==> src/rtl/video_vram_pkg.sv <==
// Shared types and constants for the PPU video-memory bus controller.
package video_vram_pkg;

  localparam int C_addr_width = 14;
  localparam int C_data_width = 8;
  localparam int C_incr_1     = 1;
  localparam int C_incr_32    = 32;

  typedef enum logic [2:0] {
    S_IDLE,
    S_RENDER,
    S_RENDER_CAP,
    S_HOST_WR,
    S_HOST_RD,
    S_HOST_CAP
  } state_t;

endpackage

==> src/rtl/video_vram_addr_latch.sv <==
// PPUADDR temp/current address latch with the write toggle and post-access increment.
module video_vram_addr_latch
  import video_vram_pkg::*;
#(
  parameter int P_addr_width = C_addr_width,
  parameter int P_data_width = C_data_width
) (
  input  logic                    I_clock,
  input  logic                    I_reset,
  input  logic                    I_addr_wr,
  input  logic                    I_stat_rd,
  input  logic [P_data_width-1:0] I_host_data,
  input  logic                    I_incr_32,
  input  logic                    incr_en,
  output logic [P_addr_width-1:0] v
);

  localparam int C_hi_width = P_addr_width - P_data_width;

  // Only the high half of t is stored: the low half is written in the same
  // cycle it is copied into v, so it never needs to be read back.
  logic [C_hi_width-1:0]   t_hi;
  logic                    w;
  logic [P_addr_width-1:0] incr;

  assign incr = I_incr_32 ? P_addr_width'(C_incr_32) : P_addr_width'(C_incr_1);

  // NOTE: sequential state uses non-blocking assignments so every register
  // samples the pre-edge values, matching what the hardware flops do.
  always_ff @(posedge I_clock) begin
    if (I_reset) begin
      t_hi <= '0;
      w    <= 1'b0;
      v    <= '0;
    end else begin
      // A completed PPUADDR load overrides any increment from a host access.
      if (I_addr_wr && w)
        v <= {t_hi, I_host_data};
      else if (incr_en)
        v <= v + incr;

      if (I_addr_wr) begin
        if (!w)
          t_hi <= I_host_data[C_hi_width-1:0];
        w <= ~w;
      end

      if (I_stat_rd)
        w <= 1'b0;
    end
  end

endmodule

==> src/rtl/video_vram_port.sv <==
// Arbitrates the single VRAM bus between render fetches and host PPUDATA accesses.
module video_vram_port
  import video_vram_pkg::*;
#(
  parameter int P_addr_width = C_addr_width,
  parameter int P_data_width = C_data_width
) (
  input  logic                    I_clock,
  input  logic                    I_reset,
  input  logic                    I_addr_wr,
  input  logic                    I_data_wr,
  input  logic                    I_data_rd,
  input  logic                    I_stat_rd,
  input  logic [P_data_width-1:0] I_host_data,
  input  logic                    I_incr_32,
  output logic [P_data_width-1:0] O_read_data,
  output logic                    O_busy,
  input  logic                    I_render_req,
  input  logic [P_addr_width-1:0] I_render_addr,
  output logic                    O_render_ack,
  output logic [P_data_width-1:0] O_render_data,
  output logic [P_addr_width-1:0] O_vid_addr,
  output logic                    O_vid_wren,
  input  logic [P_data_width-1:0] I_vid_data,
  output logic [P_data_width-1:0] O_vid_data
);

  state_t                  state, state_nxt;
  logic                    slot_full, slot_rd;
  logic [P_data_width-1:0] slot_data;
  logic [P_data_width-1:0] render_buf;
  logic [P_addr_width-1:0] v;
  logic [P_addr_width-1:0] addr_nxt;
  logic [P_data_width-1:0] wdata_nxt;
  logic                    wren_nxt, incr_en, slot_clr, cap_rd, cap_render;

  video_vram_addr_latch #(
    .P_addr_width(P_addr_width),
    .P_data_width(P_data_width)
  ) u_addr_latch (
    .I_clock    (I_clock),
    .I_reset    (I_reset),
    .I_addr_wr  (I_addr_wr),
    .I_stat_rd  (I_stat_rd),
    .I_host_data(I_host_data),
    .I_incr_32  (I_incr_32),
    .incr_en    (incr_en),
    .v          (v)
  );

  // NOTE: every always_comb output gets a default first so no path leaves a
  // signal unassigned, which would otherwise infer a latch.
  always_comb begin
    state_nxt  = state;
    addr_nxt   = O_vid_addr;
    wdata_nxt  = O_vid_data;
    wren_nxt   = 1'b0;
    incr_en    = 1'b0;
    slot_clr   = 1'b0;
    cap_rd     = 1'b0;
    cap_render = 1'b0;
    unique case (state)
      S_IDLE: begin
        if (I_render_req) begin
          state_nxt = S_RENDER;
          addr_nxt  = I_render_addr;
        end else if (slot_full) begin
          addr_nxt = v;
          if (slot_rd) begin
            state_nxt = S_HOST_RD;
          end else begin
            state_nxt = S_HOST_WR;
            wren_nxt  = 1'b1;
            wdata_nxt = slot_data;
          end
        end
      end
      S_RENDER:     state_nxt = S_RENDER_CAP;
      S_RENDER_CAP: begin
        cap_render = 1'b1;
        state_nxt  = S_IDLE;
      end
      S_HOST_WR: begin
        incr_en   = 1'b1;
        slot_clr  = 1'b1;
        state_nxt = S_IDLE;
      end
      S_HOST_RD:    state_nxt = S_HOST_CAP;
      S_HOST_CAP: begin
        cap_rd    = 1'b1;
        incr_en   = 1'b1;
        slot_clr  = 1'b1;
        state_nxt = S_IDLE;
      end
      default:      state_nxt = S_IDLE;
    endcase
  end

  always_ff @(posedge I_clock) begin
    if (I_reset) begin
      state       <= S_IDLE;
      slot_full   <= 1'b0;
      slot_rd     <= 1'b0;
      slot_data   <= '0;
      O_read_data <= '0;
      render_buf  <= '0;
      O_vid_addr  <= '0;
      O_vid_wren  <= 1'b0;
      O_vid_data  <= '0;
    end else begin
      state      <= state_nxt;
      O_vid_addr <= addr_nxt;
      O_vid_wren <= wren_nxt;
      O_vid_data <= wdata_nxt;
      if (cap_rd)
        O_read_data <= I_vid_data;
      if (cap_render)
        render_buf <= I_vid_data;
      // Strobes landing while the slot is occupied (including its last cycle) are dropped.
      if (slot_clr) begin
        slot_full <= 1'b0;
      end else if (!slot_full && (I_data_wr || I_data_rd)) begin
        slot_full <= 1'b1;
        slot_rd   <= !I_data_wr;
        slot_data <= I_host_data;
      end
    end
  end

  // The fetched byte is forwarded during the ack cycle and held afterwards.
  assign O_render_ack  = (state == S_RENDER_CAP);
  assign O_render_data = cap_render ? I_vid_data : render_buf;
  assign O_busy        = slot_full || (state inside {S_HOST_WR, S_HOST_RD, S_HOST_CAP});

endmodule

==> config.mk <==
export PLATFORM = sky130hd
export DESIGN_NAME = video_vram_port
export DESIGN_NICKNAME = d
export VERILOG_FILES = /design/src/rtl/video_vram_pkg.sv /design/src/rtl/video_vram_addr_latch.sv /design/src/rtl/video_vram_port.sv
export SDC_FILE = /design/constraint.sdc
export NUM_CORES = 1
export LEC_CHECK = 0
export BUFFER_PORTS_ARGS = -buffer_cell sky130_fd_sc_hd__buf_4
export CAP_MARGIN = 20
export CORE_MARGIN = 8
export CORE_UTILIZATION = 45
export CTS_BUF_LIST = sky130_fd_sc_hd__clkbuf_8
export DETAILED_ROUTE_END_ITERATION = 10
export HOLD_SLACK_MARGIN = 0.06
export PLACE_DENSITY = 0.73
export SYNTH_ARGS = -nofsm -noshare
export SYNTH_HDL_FRONTEND = slang
export SYNTH_SLANG_ARGS = --single-unit
export TNS_END_PERCENT = 5
==> constraint.sdc <==
create_clock -name I_clock -period 1.65 [get_ports I_clock]
set_input_delay 0.165 -clock I_clock [delete_from_list [all_inputs] [get_ports I_clock]]
set_output_delay 0.165 -clock I_clock [all_outputs]
set_load 0.01 [all_outputs]
# ---- Yosys cells after proc, flatten, opt, wreduce, memory -nomap -nowiden
# Index checks and enable logic that the tools add are counted.
dict set report totals {
  in_bits 38
  elab_cells 57
  register_bits 73
}
dict set report op_classes {
  reduce_logical 18
  n_bitwise 6
  eq_ne 6
  muxes 14
  add_sub_neg 1
}
# op count
set op_table {}
lappend op_table {{$mux 14} 4}
lappend op_table {{$add 14x14->14} 1}
lappend op_table {{$mux 3} 3}
lappend op_table {{$pmux 3 s3} 1}
lappend op_table {{$mux 8} 1}
lappend op_table {{$eq 3x2->1 const B} 2}
lappend op_table {{$eq 3x3->1 const B} 2}
lappend op_table {{$mux 6} 1}
lappend op_table {{$not 1->1} 6}
lappend op_table {{$reduce_and 2->1} 3}
lappend op_table {{$reduce_or 2->1} 3}
lappend op_table {{$mux 1} 4}
lappend op_table {{$reduce_and 4->1} 1}
lappend op_table {{$reduce_bool 2->1} 2}
lappend op_table {{$reduce_or 4->1} 1}
lappend op_table {{$eq 3x1->1 const B} 1}
lappend op_table {{$logic_not 3->1} 1}
lappend op_table {{$ne 3x3->1 const B} 1}
lappend op_table {{$reduce_bool 3->1} 1}
lappend op_table {{$logic_and 1x1->1} 2}
lappend op_table {{$logic_not 1->1} 2}
lappend op_table {{$logic_or 1x1->1} 2}

# ---- Depth between registers and ports, before layout
# Gate-level depths: netlist (run 1).
dict set report depth {
  word_depth 5
  depth_mapped 7
}

# ---- Hierarchy
# Synthesis (run 1) repeated with hierarchy kept, for this count alone.
dict set report hier_totals {
  cells_unflattened 349
  area_unflattened_um2 3319.4
}
# module seq_area_each_um2 area_each_um2 cells_per_inst instances
set modules_own_cells {}
lappend modules_own_cells {video_vram_port 1041.0 2247.2 226 1}
lappend modules_own_cells {video_vram_addr_latch 420.4 1072.3 123 1}

# ---- Least setup slack after synthesis (run 1)
# No wires, ideal clock.
dict set report synth_timing {
  path_type {register to register}
  from {register u_addr_latch.v[0]}
  to {register u_addr_latch.v[10]}
  slack_ns -0.063
  arrival_ns 1.622
  stages_incl_launch_ff 6
  n_path_buf 0
  setup_time_ns 0.091
  cell_sequence {dfxtp_1 > ha_1 > ha_1 > a31oi_1 > or4_1 > a311oi_1}
}
dict set report synth_via {
  elab_chain_len 3
}
# item line_no
set synth_rtl {}
lappend synth_rtl {{start, declared} video_vram_addr_latch.sv:15} ;# output logic [P_addr_width-1:0] v
lappend synth_rtl {{start signal, assigned} video_vram_addr_latch.sv:38} ;# v <= {t_hi, I_host_data};
lappend synth_rtl {{start signal, assigned} video_vram_addr_latch.sv:40} ;# v <= v + incr;
lappend synth_rtl {{$add 14x14->14} video_vram_addr_latch.sv:40}
lappend synth_rtl {{$mux 14} video_vram_addr_latch.sv:39} ;# else if (incr_en)
lappend synth_rtl {{$mux 14} video_vram_addr_latch.sv:37} ;# if (I_addr_wr && w)
# Every way passes these cells. The select of a mux whose other input is x is not followed.
# A chain may end at the register's enable or synchronous reset.

# ---- Worst setup path in the final report (run 1)
dict set report layout_timing {
  from {register state[2]}
  to {output O_render_data[6]}
}
dict set report layout_via {
  elab_chain_len 3
}
# item line_no
set layout_rtl {}
lappend layout_rtl {{start, declared} video_vram_port.sv:28} ;# state_t state, state_nxt;
lappend layout_rtl {{start signal, assigned} video_vram_port.sv:111} ;# state <= state_nxt;
lappend layout_rtl {{$eq 3x2->1} video_vram_port.sv:62} ;# unique case (state)
lappend layout_rtl {{$mux 1} video_vram_port.sv:62}
lappend layout_rtl {{$mux 8} n/a}
lappend layout_rtl {{end, declared} video_vram_port.sv:21} ;# output logic [P_data_width-1:0] O_render_data,
# Every way passes these cells.

==> results of run 1 <==
## per-stage QoR
stage	instance area [um^2]	hold WS (ps)	TNS (ps)	utilization, %
after floorplan	3163	241.6	-117.2	-
after global placement	3973	326.9	-68.68	58.80
after detailed placement	3973	332.2	-217.9	58.80
after CTS	4363	67.31	-1535	64.57
after global routing	4422	86.14	-2505	65.44
final	4422	79.31	-1508	65.44
## flip-flops by register name (all words and copies together) (netlist names), 3 cells and up
signal,count
render_buf,8
O_vid_data,8
u_addr_latch.t_hi,6
O_vid_addr,14
slot_data,8
u_addr_latch.v,14
state,3
O_read_data,8
## power breakdown
| group | switching [mW] | internal, mW |
|---|---|---|
| sequential | 0.0886 | 1.91 |
| combinational | 0.505 | 0.560 |
| clock | 0.646 | 0.820 |
| total | 1.24 | 3.29 |
## kinds of logic (layout without fill, tap and decap cells)
logic type      Yosys count  in the layout  synth area share [%]
flops                    73             73                 46.76
buf+inv                  31            137                 4.403
xor+xnor                  5              5                 1.642
simple gates            120            120                 18.05
mux                      44             44                 14.41
fa+ha+maj                 3              3                 1.201
compound gates           56             56                 13.53
## worst max path at each step
stage                      startpoint                 end  slack (ps)  cells after the start
finish                       state[2]    O_render_data[6]        -160                      5
global route                 state[1]    O_render_data[1]        -230                      5
CTS                          state[2]    O_render_data[2]        -170                      5
detailed placement  u_addr_latch.v[5]  u_addr_latch.v[13]        -120                      4
global placement    u_addr_latch.v[5]  u_addr_latch.v[13]         -60                      4
floorplan                    state[0]       render_buf[0]         -10                      5
## worst max-delay path, stage by stage, from the launching register on
cell     delay, ps
dfxtp_2        330
buf_6          120
nor3b_4        240
buf_6          180
mux2_4         320
buf_6          120
## cell type report
type / count / area [um^2]
multi-input combinational: 228 / 1668
clock inverter: 4 / 50.05
inverter: 5 / 18.77
tap: 80 / 100.1
fill: 559 / 2335
sequential: 73 / 1468
timing repair buffer: 116 / 952.2
clock buffer: 12 / 165.2
## routing by layer
layer	GRT usage (%)	vias to the layer above
met3	3.980	13
met4	7.916	0
met1	22.07	1285
met2	27.48	71
met5	0	-
li1	-	1391
## synthesized netlist by cell type, drive strengths merged, types with 2 or more instances
master	n
nand3	14
nand4	4
mux2	8
or3	3
nor2b	9
a311oi	10
nor4	3
clkbuf	16
nand2	15
ha	3
dfxtp	73
or4	5
o21ai	3
xor2	4
mux2i	36
nand2b	3
o31ai	5
a2111oi	2
a21oi	11
nand3b	2
buf	10
and3	2
a211oi	19
nor2	56
inv	5
## timing repair
item | 4_1_cts | 5_1_grt
gates resized for setup | 31 | 13
setup endpoints to repair | 17 | 43
gates cloned | 1 | 0
setup buffers | 4 | 1
pin swaps | 2 | 3
hold endpoints to repair | 2 | 0
hold buffers | 2 | 0
==> flow_metrics.tcl, run 1 <==
set metrics [dict create \
    status "finished, violations left" \
    failed_checks "negative setup slack" \
    numCtsBuffers 9 \
    post-place-ws_ps -124.3 \
    grtUsageTotal_pct 17.42 \
    vias 2760 \
    drive_gt1_share_pct 36.76 \
    p_total_mw 4.528 \
    critPathKind "reg2out" \
    firstDrtPassIters 4 \
    drt_wl_total_um 8402 \
    die_y_um 99.34 \
    final.min_clock_period_ps 1813 \
    vias_per_cell 5.328 \
    relSlewSlack_pct 62.02 \
    top_layer "met4" \
    reg2reg_depth 6 \
    die_w_um 99.34 \
    final_common_cell "buf_4" \
    start_kind "flip-flop" \
    antenna_found_initial 0 \
    clock_latency_ps 340 \
    synth.area.top_cells "dfxtp_1, mux2i_1, nor2_1" \
    avgSynthCellArea_um2 9.414 \
    crit_required_ps 1480 \
    tightest_slew_ps 569.7 \
    grt_max_degree 54 \
    cp_data_arrival_time_ps 1650 \
    remaining_drc_errors 0 \
    regToRegSetupSlack_ps -120 \
    wl_met3_um 408 \
    reg2reg_from "state[2]" \
    drtIter0Drc 166 \
    synth_top_area_cell "dfxtp_1" \
    finalWorstSetupSlack_ps -163.5 \
    rows 30 \
    layoutNonFillerInstCount 518 \
    ant_nets 0 \
    grt_pass1_wl_um 13990 \
    yosysSeqAreaShare_pct 46.76 \
    finClkSkew_ps 9.151 \
    grt_overflow_total 0 \
    end_kind "output pin" \
    p_per_area_nw_per_um2 1024 \
    critPathMaxFanout 5 \
    min_path_cells 3 \
    die-area_um2 9868 \
    yosys.area.top_type_share_pct 46.76 \
    synth-seq-cells 73 \
    hp-start "I_host_data[6]" \
    cap_viol_max_count 0 \
    yosys_warnings 0 \
    p_leak_nw 1.924 \
    io_buffers 78 \
    hold_viol 0 \
    place_hpwl_um 5769 \
    synth-async-reset-ratio_pct 0 \
    synth-edff-count 0 \
    dr_wl_met2_um 4039 \
    ir_drop_mv 0.6096 \
    nets 474 \
    rsz0062_at_grt "true" \
    cts_buffer_depth 2 \
    cts.sinks 73 \
    fmax_ghz 0.5514 \
    setup_viol 11 \
    reg2reg_to "u_addr_latch.v[13]" \
    ios 79 \
    area_growth_pct 41.47 \
    core_area_um2 6756 \
    htreeDepth 3 \
    maxSlewViolCount 0 \
    diodes 0 \
    grt_pass1_vias 2800 \
    syn_nets 373 \
    hold_path_class "in2reg" \
    root_buffer "clkbuf_8" \
    synth_cell_types 42 \
    start_util_pct 46.26 \
    synth_area_um2 3125 \
    wl_met1_um 3809 \
    final_cell_mix "buf_4, dfxtp_1, nor2_1, mux2i_1" \
    gp_congestion 0.8052 \
    fin_crit_sh_pct 109.9 \
    syn_inst 332 \
    path_clk_slew_ps 80 \
    cts_tree "built" \
    dpl.cell_count 494 \
    min_to "slot_data[6]" \
    wire_per_inst_um 16.22 \
    synth_flop_cell "dfxtp_1" \
]
Power figures use the tool's default switching activity.
==> inputs of run 2 (changes only) <==
Settings changed: ABC_AREA from default to 0, SLEW_MARGIN from default to 0.
Clock period 1.65 ns to 1.63 ns, I/O delays scaled along.
==> run 2 against run 1 <==
The run still ends with negative setup slack left. Cell count unchanged. Clock skew down 4.0 ps. Via count up 1.2%. Clock power up 9%. Critical path depth unchanged. Worst setup slack worse by 29 ps. Hold slack better by 9.6 ps. Routed wire length up 1.9%. First-iteration DRC count up 13%. Sequential cell count unchanged. Register-to-register slack worse by 30 ps.
==> flow_metrics.tcl, run 2 (synthesis results as in run 1) <==
set metrics [dict create \
    status "finished, violations left" \
    failed_checks "negative setup slack" \
    post-place-ws_ps -173.7 \
    gp_congestion 0.8349 \
    cts_tree "built" \
    path_clk_slew_ps 80 \
    crit_chain "buf_6 > nor3b_4 > buf_6 > mux2_4 > buf_6" \
    ir_drop_mv 0.8418 \
    finalWorstSetupSlack_ps -192.0 \
    p_per_area_nw_per_um2 1056 \
    diodes 0 \
    remaining_drc_errors 0 \
    vias 2794 \
    antenna_found_initial 0 \
    drt_wl_total_um 8559 \
    core_area_um2 6756 \
    critPathKind "reg2out" \
    cap_viol_max_count 0 \
    rsz0062_at_grt "true" \
    final_common_cell "buf_4" \
    clock_latency_ps 340 \
    reg2reg_from "state[1]" \
    wire_per_inst_um 16.52 \
    crit_required_ps 1470 \
    root_buffer "clkbuf_8" \
    min_path_cells 3 \
    final_cell_mix "buf_4, dfxtp_1, nor2_1, mux2i_1" \
    fmax_ghz 0.5489 \
    p_total_mw 4.711 \
    die_y_um 99.34 \
    io_buffers 78 \
    critPathMaxFanout 5 \
    critPathLaunch "state[2]" \
    area_growth_pct 42.75 \
    numCtsBuffers 9 \
    cts.sinks 73 \
    relSlewSlack_pct 66.63 \
    max_stage_delay_ps 330 \
    hold_viol 0 \
    cp_data_arrival_time_ps 1660 \
    fin_crit_sh_pct 111.8 \
    final_area_um2 4462 \
    end_kind "output pin" \
    die-area_um2 9868 \
    ant_nets 0 \
    vias_per_cell 5.394 \
    firstDrtPassIters 4 \
    grt_overflow_total 0 \
    nets 474 \
    hold_ws_ps 88.90 \
    final.min_clock_period_ps 1822 \
    grt_pass1_vias 2805 \
    setup_viol 13 \
    hold_path_class "in2reg" \
    placed_area_um2 3973 \
    grtUsageTotal_pct 17.78 \
    drtIter0Drc 187 \
    cts_buffer_depth 2 \
    htreeDepth 3 \
    p_leak_nw 1.934 \
    grt_pass1_wl_um 14140 \
    top_regs "O_vid_addr x14, u_addr_latch.v x14" \
    hp-start "I_host_data[6]" \
    place_hpwl_um 5907 \
    start_util_pct 46.26 \
    rows 30 \
    finClkSkew_ps 5.115 \
    drive_gt1_share_pct 36.76 \
    ios 79 \
    grt_max_degree 48 \
    reg2reg_depth 6 \
    maxSlewViolCount 0 \
    crit_top_cell "buf_6" \
    tightest_slew_ps 500.6 \
    critical-path-slowest-cell "dfxtp_2" \
    start_kind "flip-flop" \
    die_w_um 99.34 \
]
run 2: cell count changes in the layout (fill, tap and decap cells not counted), sizes merged:
cell,before,now
clkinvlp,2,1
buf,114,113
bufinv,1,2
dlygate4sd3,2,3
clkbuf,12,11
clkinv,1,2
run 2: per-stage QoR:
| step | utilization [%] | cells | setup TNS (ps) |
|---|---|---|---|
| 6_report | 66.04 | 518 | -2006 |
| 3_3_place_gp | 58.80 | 494 | -118.0 |
| 5_1_grt | 66.04 | 518 | -3102 |
| 4_1_cts | 65.07 | 518 | -1958 |
| 2_1_floorplan | - | 332 | -312.0 |
| 3_5_place_dp | 58.80 | 494 | -497.1 |
run 2: area by class of cell:
cell class                 instances  area (um^2)
multi-input combinational        228         1695
fill                             557         2295
timing repair buffer             116        950.9
inverter                           5        18.77
clock inverter                     5        77.57
sequential                        73         1468
tap                               80        100.1
clock buffer                      11        151.4
run 2: timing repair:
| action | in CTS | in global routing |
|---|---|---|
| endpoints found under the hold margin | 3 | 0 |
| pin swaps | 3 | 5 |
| gates resized for setup | 34 | 12 |
| gates cloned | 1 | 0 |
| hold buffers | 3 | 0 |
| setup buffers | 4 | 0 |
| endpoints found under the setup margin | 18 | 41 |
run 2: metal layers:
layer	wire length, um	vias up	part of all wire [%]	GRT usage, %
li1	-	1396	-	-
met1	3887	1310	45	22.09
met2	4094	76	48	28.51
met3	445	12	5.2	4.539
met4	131	0	1.5	7.451
met5	0	-	0	0
run 2: final timing paths:
kind / endpoint / slack [ps]
hold reg to reg: O_read_data[7] / 460
setup / recovery: O_render_data[1] / -190
hold / removal: slot_data[6] / 90
setup reg to reg: u_addr_latch.v[13] / -150
run 2: critical path, delay by kind of cell, from the launching register on:
| family | cells | cell delay [ps] |
|---|---|---|
| buffers and inverters | 3 | 420 |
| flip-flops | 1 | 330 |
| multiplexers | 1 | 320 |
| AND/OR/NAND/NOR | 1 | 240 |
run 2: report_power, final:
part           total (mW)  internal [mW]  switching (mW)
sequential           2.02           1.93          0.0907
combinational        1.09          0.569           0.517
clock                1.60          0.940           0.662
